`src/rtl/am_insert_pkg.sv`:
```
// Shared alignment-marker definitions: Clause 82 per-lane marker table, sync header,
// default spacing. The receive-side deskew/lock logic uses the same table.
package am_insert_pkg;

   localparam int AM_NUM_LANES            = 20;
   localparam int AM_BLOCK_PERIOD_DEFAULT = 16383;

   localparam logic [1:0] AM_SYNC_HDR = 2'b10;

   typedef logic [23:0] am_marker_t;
   typedef logic [65:0] am_block_t;

   // {M0, M1, M2} per PCS lane
   localparam am_marker_t AM_MARKER_TABLE [AM_NUM_LANES] = '{
      24'hC16821, 24'h9D718E, 24'h594BE8, 24'h4D957B, 24'hF50709,
      24'hDD14C2, 24'h9A4A26, 24'h7B4566, 24'hA02476, 24'h68C9FB,
      24'hFD6C99, 24'hB99155, 24'h5CB9B2, 24'h1AF8BD, 24'h83C7CA,
      24'h3536CD, 24'hC4314C, 24'hADD6B7, 24'h5F662A, 24'hC0F0E5
   };

   // BIP3/BIP7 are left at zero; the downstream block fills them in.
   function automatic am_block_t am_build_block(input am_marker_t marker);
      return {AM_SYNC_HDR, marker, 8'h00, ~marker, 8'h00};
   endfunction

endpackage

```
`src/rtl/am_block_gen.sv`:
```
// Combinational lane index to 66-bit alignment-marker block.
module am_block_gen
   import am_insert_pkg::*;
#(
   parameter int NB_LANE_ID = 5
)
(
   input  logic [NB_LANE_ID-1:0] i_lane_index,
   output logic [65:0]           o_am_block
);

   am_marker_t marker;

   always_comb begin
      marker = '0;
      if (int'(i_lane_index) < AM_NUM_LANES) begin
         marker = AM_MARKER_TABLE[i_lane_index];
      end
   end

   assign o_am_block = am_build_block(marker);

endmodule

```
`src/rtl/am_insert_fsm.sv`:
```
// Alignment-marker insertion scheduler: one AM per lane, then a fixed run of data
// slots, repeating. Advances only on cycles where the block slot is enabled and valid.
//
//   state  | meaning
//   INIT   | after reset/resync; holds upstream, next qualified slot starts a group
//   INSERT | emitting AM for lane o_am_lane_index, upstream held
//   DATA   | passing data slots, period counter running
module am_insert_fsm
   import am_insert_pkg::*;
#(
   parameter int N_LANES         = 20,
   parameter int AM_BLOCK_PERIOD = AM_BLOCK_PERIOD_DEFAULT,
   parameter int NB_PERIOD_COUNT = $clog2(AM_BLOCK_PERIOD*N_LANES),
   parameter int NB_LANE_ID      = $clog2(N_LANES)
)
(
   input  logic                  i_clock,
   input  logic                  i_reset,
   input  logic                  i_enable,
   input  logic                  i_valid,
   input  logic                  i_resync,
   output logic                  o_insert_am,
   output logic [NB_LANE_ID-1:0] o_am_lane_index,
   output logic [65:0]           o_am_block,
   output logic                  o_hold_data,
   output logic                  o_am_group_done
);

   localparam logic [2:0] ST_INIT   = 3'b001;
   localparam logic [2:0] ST_INSERT = 3'b010;
   localparam logic [2:0] ST_DATA   = 3'b100;

   localparam logic [NB_LANE_ID-1:0]      LANE_LAST   = NB_LANE_ID'(N_LANES - 1);
   localparam logic [NB_PERIOD_COUNT-1:0] PERIOD_LAST = NB_PERIOD_COUNT'(AM_BLOCK_PERIOD*N_LANES - 1);

   logic [2:0]                 state_q, state_d;
   logic [NB_LANE_ID-1:0]      lane_idx_q, lane_idx_d;
   logic [NB_PERIOD_COUNT-1:0] period_cnt_q, period_cnt_d;
   logic                       group_done_q, group_done_d;
   logic                       slot_qual;
   logic [65:0]                am_block_raw;

   assign slot_qual = i_enable && i_valid;

   always_comb begin
      state_d      = state_q;
      lane_idx_d   = lane_idx_q;
      period_cnt_d = period_cnt_q;
      group_done_d = 1'b0;
      if (i_resync) begin
         state_d      = ST_INIT;
         lane_idx_d   = '0;
         period_cnt_d = '0;
      end else if (slot_qual) begin
         case (state_q)
            ST_INIT: begin
               state_d    = ST_INSERT;
               lane_idx_d = '0;
            end
            ST_INSERT: begin
               if (lane_idx_q >= LANE_LAST) begin
                  state_d      = ST_DATA;
                  lane_idx_d   = '0;
                  period_cnt_d = '0;
                  group_done_d = 1'b1;
               end else begin
                  lane_idx_d = lane_idx_q + 1'b1;
               end
            end
            ST_DATA: begin
               if (period_cnt_q >= PERIOD_LAST) begin
                  state_d      = ST_INSERT;
                  period_cnt_d = '0;
               end else begin
                  period_cnt_d = period_cnt_q + 1'b1;
               end
            end
            default: begin
               state_d      = ST_INIT;
               lane_idx_d   = '0;
               period_cnt_d = '0;
            end
         endcase
      end
   end

   always_ff @(posedge i_clock or posedge i_reset) begin
      if (i_reset) begin
         state_q      <= ST_INIT;
         lane_idx_q   <= '0;
         period_cnt_q <= '0;
         group_done_q <= 1'b0;
      end else begin
         state_q      <= state_d;
         lane_idx_q   <= lane_idx_d;
         period_cnt_q <= period_cnt_d;
         group_done_q <= group_done_d;
      end
   end

   am_block_gen #(
      .NB_LANE_ID (NB_LANE_ID)
   ) u_am_block_gen (
      .i_lane_index (lane_idx_q),
      .o_am_block   (am_block_raw)
   );

   assign o_insert_am     = (state_q == ST_INSERT) && slot_qual;
   assign o_hold_data     = (state_q != ST_DATA);
   assign o_am_block      = (state_q == ST_INSERT) ? am_block_raw : '0;
   assign o_am_lane_index = lane_idx_q;
   assign o_am_group_done = group_done_q;

endmodule

```
`config.mk`:
```
export PLATFORM = sky130hd
export DESIGN_NAME = am_insert_fsm
export DESIGN_NICKNAME = d
export VERILOG_FILES = /design/src/rtl/am_insert_pkg.sv /design/src/rtl/am_block_gen.sv /design/src/rtl/am_insert_fsm.sv
export SDC_FILE = /design/constraint.sdc
export NUM_CORES = 1
export LEC_CHECK = 0
export CELL_PAD_IN_SITES_DETAIL_PLACEMENT = 0
export CELL_PAD_IN_SITES_GLOBAL_PLACEMENT = 2
export CORE_AREA = 3 3 109 111
export DETAILED_ROUTE_END_ITERATION = 6
export DIE_AREA = 0 0 112 114
export PLACE_DENSITY = 0.85
export SLEW_MARGIN = 30
export SYNTH_ARGS = -nofsm -noshare
export SYNTH_HDL_FRONTEND = slang
export SYNTH_SLANG_ARGS = --single-unit
```
`constraint.sdc`:
```
create_clock -name i_clock -period 3.6 [get_ports i_clock]
set_input_delay 0.72 -clock i_clock [delete_from_list [all_inputs] [get_ports i_clock]]
set_output_delay 0.72 -clock i_clock [all_outputs]
set_load 0.03 [all_outputs]
```
**Word-level counts from Yosys, hierarchy flattened**

Memory sizes are Yosys's and may differ from the RTL's.
Cells that the tools add are included.

- Bits in registers: 28
- ROM bits: 768
- Logic and storage cells: 49
- Memories kept: 1

Memory list:

| name | depth | bits a word | rd ports | clocked after Yosys merged registers in | write ports | line | text |
|---|---|---|---|---|---|---|---|
| (name not given) | 32 | 24 | 1 | 0 | 0 | am_block_gen.sv:17 | `marker = AM_MARKER_TABLE[i_lane_index];` |

- $add $sub $neg: 2
- Magnitude comparators: 4
- Equal/unequal tests: 8
- Muxes and demuxes: 22
- Bitwise gates (word level): 2
- Reduce and logical (&&, ||, !) cells: 6

Operator list:

| cell | count |
|---|---|
| $mux 19 | 4 |
| $mux 24 | 3 |
| $mux 66 | 1 |
| $pmux 19 s3 | 1 |
| $not 24->24 | 1 |
| $add 19x1->19 const B | 1 |
| $ge 19x19->1 const B | 1 |
| $mux 5 | 3 |
| $mux 3 | 4 |
| $pmux 5 s2 | 1 |
| $ne 3x3->1 const B | 3 |
| $pmux 3 s3 | 1 |
| $ge 6x6->1 const B | 1 |
| $not 5->6 | 1 |
| $reduce_and 3->1 | 2 |
| $add 5x1->5 const B | 1 |
| $ge 5x5->1 const B | 1 |
| $lt 5x5->1 const B | 1 |
| $mux 1 | 4 |
| $ne 2x2->1 const B | 2 |
| $eq 3x1->1 const B | 1 |
| $eq 3x2->1 const B | 1 |
| $eq 3x3->1 const B | 1 |
| $logic_and 1x1->1 | 2 |
| other kinds (2) | 2 |

**Depth between registers and ports, before layout**

- Word-level depth: 7
- Mapped depth: 9

**Modules after synthesis**

From an unflattened synthesis, not the netlist that was laid out.

- Cells, all modules: 437
- Area, all modules: 3290.7 µm²

Modules (own cells, without submodules):

| module | instances | cells each | area each (µm²) | seq. area each (µm²) |
|---|---|---|---|---|
| am_insert_fsm | 1 | 256 | 2077.0 | 701.9 |
| am_block_gen | 1 | 181 | 1213.7 | 0.0 |

**Least setup slack after synthesis**

No wires, ideal clock.

- Path kind: reg2out
- Start point: reg lane_idx_q[0] (netlist: o_am_lane_index[0])
- End point: out o_am_block[51]
- Data arrival time: 2.772 ns
- Setup slack: 0.108 ns
- Cell stages (with the launch flop): 7
- Buffers on the path: 2
- Path through: dfrtp_1 > clkbuf_1 > inv_1 > ha_1 > clkbuf_1 > o32ai_1 > nor4_1

- Word-level cells in the longest chain between the ends: 6

Ends and longest elaborated chain:

| item | line | text |
|---|---|---|
| from (decl) | am_insert_fsm.sv:37 | `logic [NB_LANE_ID-1:0] lane_idx_q, lane_idx_d;` |
| from (signal assigned) | am_insert_fsm.sv:95 | `lane_idx_q <= lane_idx_d;` |
| $not 5->6 (implied by the code) | am_block_gen.sv:17 |  |
| $mem_v2 32x24 | -- |  |
| $mux 24 (implied by the code) (2 in series) | am_block_gen.sv:17 |  |
| $mux 24 (*) | am_block_gen.sv:16 | `if (int'(i_lane_index) < AM_NUM_LANES) begin` |
| $mux 66 (*) | am_insert_fsm.sv:110 | `assign o_am_block = (state_q == ST_INSERT) ? am_block_raw : '0;` |
| to (decl) | am_insert_fsm.sv:24 | `output logic [65:0] o_am_block,` |

Mark *: on every way between the ends. The rest lies on a longest branch, timed or not. The select of a mux whose other input is x is not followed.

**Worst setup path in the final report**

- Start point: reg lane_idx_q[0] (netlist: o_am_lane_index[0])
- End point: out o_am_block[9]

- Word-level cells in the longest chain between the ends: 7

Ends and longest elaborated chain:

| item | line | text |
|---|---|---|
| $not 5->6 (implied by the code) | am_block_gen.sv:17 |  |
| $mem_v2 32x24 | -- |  |
| $mux 24 (implied by the code) (2 in series) | am_block_gen.sv:17 |  |
| $mux 24 (*) | am_block_gen.sv:16 |  |
| $not 24->24 (*) | am_insert_pkg.sv:23 | `return {AM_SYNC_HDR, marker, 8'h00, ~marker, 8'h00};` |
| $mux 66 (*) | am_insert_fsm.sv:110 |  |

Marked as above.

==> run summary <==
CTS tree - yes
clock buffer depth - 2
required time of the worst setup path - 2.88 ns
Netlist cell types - 62
crit path to - o_am_block[9]
Slew headroom - 56.7%
cell-internal power - 557 uW
crit path from - o_am_lane_index[0]$_DFFE_PP0P_
top-area cell type share of the netlist area - 23.1%
Post-synth EDFFs - 0
Clk network pwr share - 30.4%
Placer Congestion - 0.860
RSZ-0062 raised after global routing - false
Port Buffers - 61
crit path DAT - 2.63 ns
Clock Sink Count - 28
hold_buf cts - 0
ranking of synthesized cells by area - dfrtp_1 (23%), nor2_1 (6.8%), and2_1 (4.9%)
WP depth - 8
H-tree Lvls - 1
Buf+Inv Stages, Crit Path - 2
Via density - 5.17
area of the core - 10900 um^2
first-pass GRT wire length - 14000 um
final hold vios - 0
Worst path max stage delay - 0.67 ns
Clock Skews - 0.00548 ns
total routed wirelength - 8580 um
Psw - 291 uW
top_reg_cell synth - dfrtp_1
Worst path slowest cell - clkdlybuf4s50_1
most common library cells after synthesis - nor2_1 (53), dfrtp_1 (27), nand2_1 (27)
antenna violations before repair - 0
Max-cap violations - 0
GRT Util Overall - 12.8%
Setup crit start kind - flop
initial DRC count - 182
count leader, synth - nor2_1
Tightest Hold Check Type - reg -> reg
Slew Viols, Final - 0
root buf cell - clkbuf_8
Inserted Diodes - 0
fin crit share - 93.1%
pwr/cell area - 231 nW/um^2
vias in the first global route - 2819
final worst slack - 0.250 ns
critical-path cell list - inv_1, ha_2, nor2b_1, o31ai_1, a211o_1, o21ai_0, nor2_1, clkdlybuf4s50_1
share of synthesized registers carrying an async set or reset - 100%
Worst Hold Depth - 2
# setup viols final - 0
Final Util - 33.7%
r2r setup slk - 1.38 ns
Syn Area/Cell - 7.46 um^2
full die area - 12800 um^2
Reg-to-Reg End - o_am_lane_index[2]$_DFFE_PP0P_
Placement Setup Slack - 0.430 ns
Switching Share - 34.3%
CP top delay family - buffers and inverters
Comb power frac - 28.6%
Filler Cells Inserted - 1156
Pleak - 1.46 nW
transition time of the tightest slew-check pin - 0.650 ns
setup TNS - 0 ns
largest net degree at the start of global routing - 31
Peak VDD IR - 0.197 mV
Initial Util - 26.9%
clock-pin slew of the registers on the worst-case setup and hold paths - 0.10 ns
Yosys top cell by area - dfrtp_1
Detail Placement HPWL - 6330 um
Clock Latency Late Sink - 0.29 ns
vias - 3001
Num CTS Buffers - 3
area grow syn2layout - 25.5%
sequential share of the synthesized area - 24.0%
YS warnings - 0
#FFs+latches synth - 28
Die Span Y - 114 um
Reg2Reg Launch Point - o_am_lane_index[1]$_DFFE_PP0P_
fraction of layout cells with a size suffix above 1 - 8.62%
crit path kind - reg -> out
worst-case reg-to-reg path depth - 6
FP Rows - 38
ANT nets after route - 0
DRC Markers - 0
total congestion overflow - 0
DR pass1 iterations - 4
sequential share of power - 40.9%
Mapped Cells - 392
fin crit period - 3.35 ns
Critical Path End Type - primary output
drt wl/cell - 14.8 um
f_max - 298 MHz
Die X - 112 um
status - finished, final reports clean
Crit Path Max Fanout - 14
nets - 457
cell area after synthesis - 2930 um^2
Top Ports - 79
Post-CTS Setup Bufs - 0
==> state kept, by name, indices dropped and copies added (netlist names) <==
name	flops
o_am_group_done	1
o_am_lane_index	5
period_cnt_q	19
state_q	3
==> metal layers <==
metal,wire [um],GRT usage (%)
met1,4150,19.3
met2,3970,20.3
met3,389,1.01
met4,64,2.32
met5,0,0
==> what timing repair did <==
action,CTS,global route
gates resized for setup,0,1
endpoints found under the setup margin,0,3
endpoints found under the hold margin,0,0
==> final cells by class <==
| class | count | area, um^2 | area share, % |
|---|---|---|---|
| clock buffer | 3 | 41.3 | 1.12 |
| clock inverter | 1 | 30.0 | 0.818 |
| inverter | 12 | 45.0 | 1.23 |
| multi-input combinational | 322 | 1960 | 53.5 |
| sequential | 28 | 702 | 19.1 |
| tap | 140 | 175 | 4.77 |
| timing repair buffer | 75 | 716 | 19.5 |
==> worst min path at each step <==
stage / from / endpoint / slack, ns
floorplan: period_cnt_q[13]$_DFFE_PP0P_ / period_cnt_q[13]$_DFFE_PP0P_ / 0.49
global placement: period_cnt_q[13]$_DFFE_PP0P_ / period_cnt_q[13]$_DFFE_PP0P_ / 0.52
detailed placement: period_cnt_q[9]$_DFFE_PP0P_ / period_cnt_q[9]$_DFFE_PP0P_ / 0.53
CTS: period_cnt_q[9]$_DFFE_PP0P_ / period_cnt_q[9]$_DFFE_PP0P_ / 0.55
global route: period_cnt_q[9]$_DFFE_PP0P_ / period_cnt_q[9]$_DFFE_PP0P_ / 0.58
finish: period_cnt_q[9]$_DFFE_PP0P_ / period_cnt_q[9]$_DFFE_PP0P_ / 0.55
==> tightest hold or removal path: stages (launching register included) <==
cell	delay, ns
dfrtp_1	0.40
inv_1	0.06
o21ai_1	0.06
==> cell families (layout without fill, tap and decap cells) <==
kind of cell               count (synthesis)  after routing  share of synthesized area [%]
xor gates and xnor gates                   2              2                          0.599
adders and majority gates                 10             10                           4.28
DFF                                       28             28                           24.0
muxes                                      4              4                           1.45
other                                      1             17                          0.128
buffers and inverters                     58             91                           11.0
AOI/OAI and AO/OA                        122            122                           28.7
and+or+nand+nor                          167            167                           29.8
==> per-stage QoR <==
step	power, mW	instances	hold slack (ns)	instance area (um^2)
floorplan	0.552	408	0.486	2990
global placement	0.594	577	0.521	3600
detailed placement	0.597	577	0.531	3600
CTS	0.858	581	0.549	3670
global route	0.900	581	0.580	3670
finish	0.847	581	0.550	3670
==> power groups by stage <==
stage	Clock (mW)	Combinational (mW)	Sequential, mW
after floorplan	0	0.218	0.334
after global placement	0	0.241	0.353
after CTS	0.267	0.244	0.347
after global routing	0.285	0.265	0.351
final	0.258	0.243	0.347
after detailed placement	0	0.244	0.353
==> cells in the final DEF, fill, tap and decap left out, drive strengths merged, types with 6 or more instances in the layout <==
cell           netlist  final
conb                 1     17
a22o                 9      9
nor2b                8      8
inv                 12     12
a21oi               24     24
dfrtp               27     27
nor2                54     54
and2                23     23
ha                  10     10
clkdlybuf4s50        0     56
o22ai               10     10
nand3               14     14
nor3                 7      7
and3                 6      6
nand2               28     28
o21ai               28     28
buf                 31     19
nand2b               6      6
(Power assumes the default switching activity.)
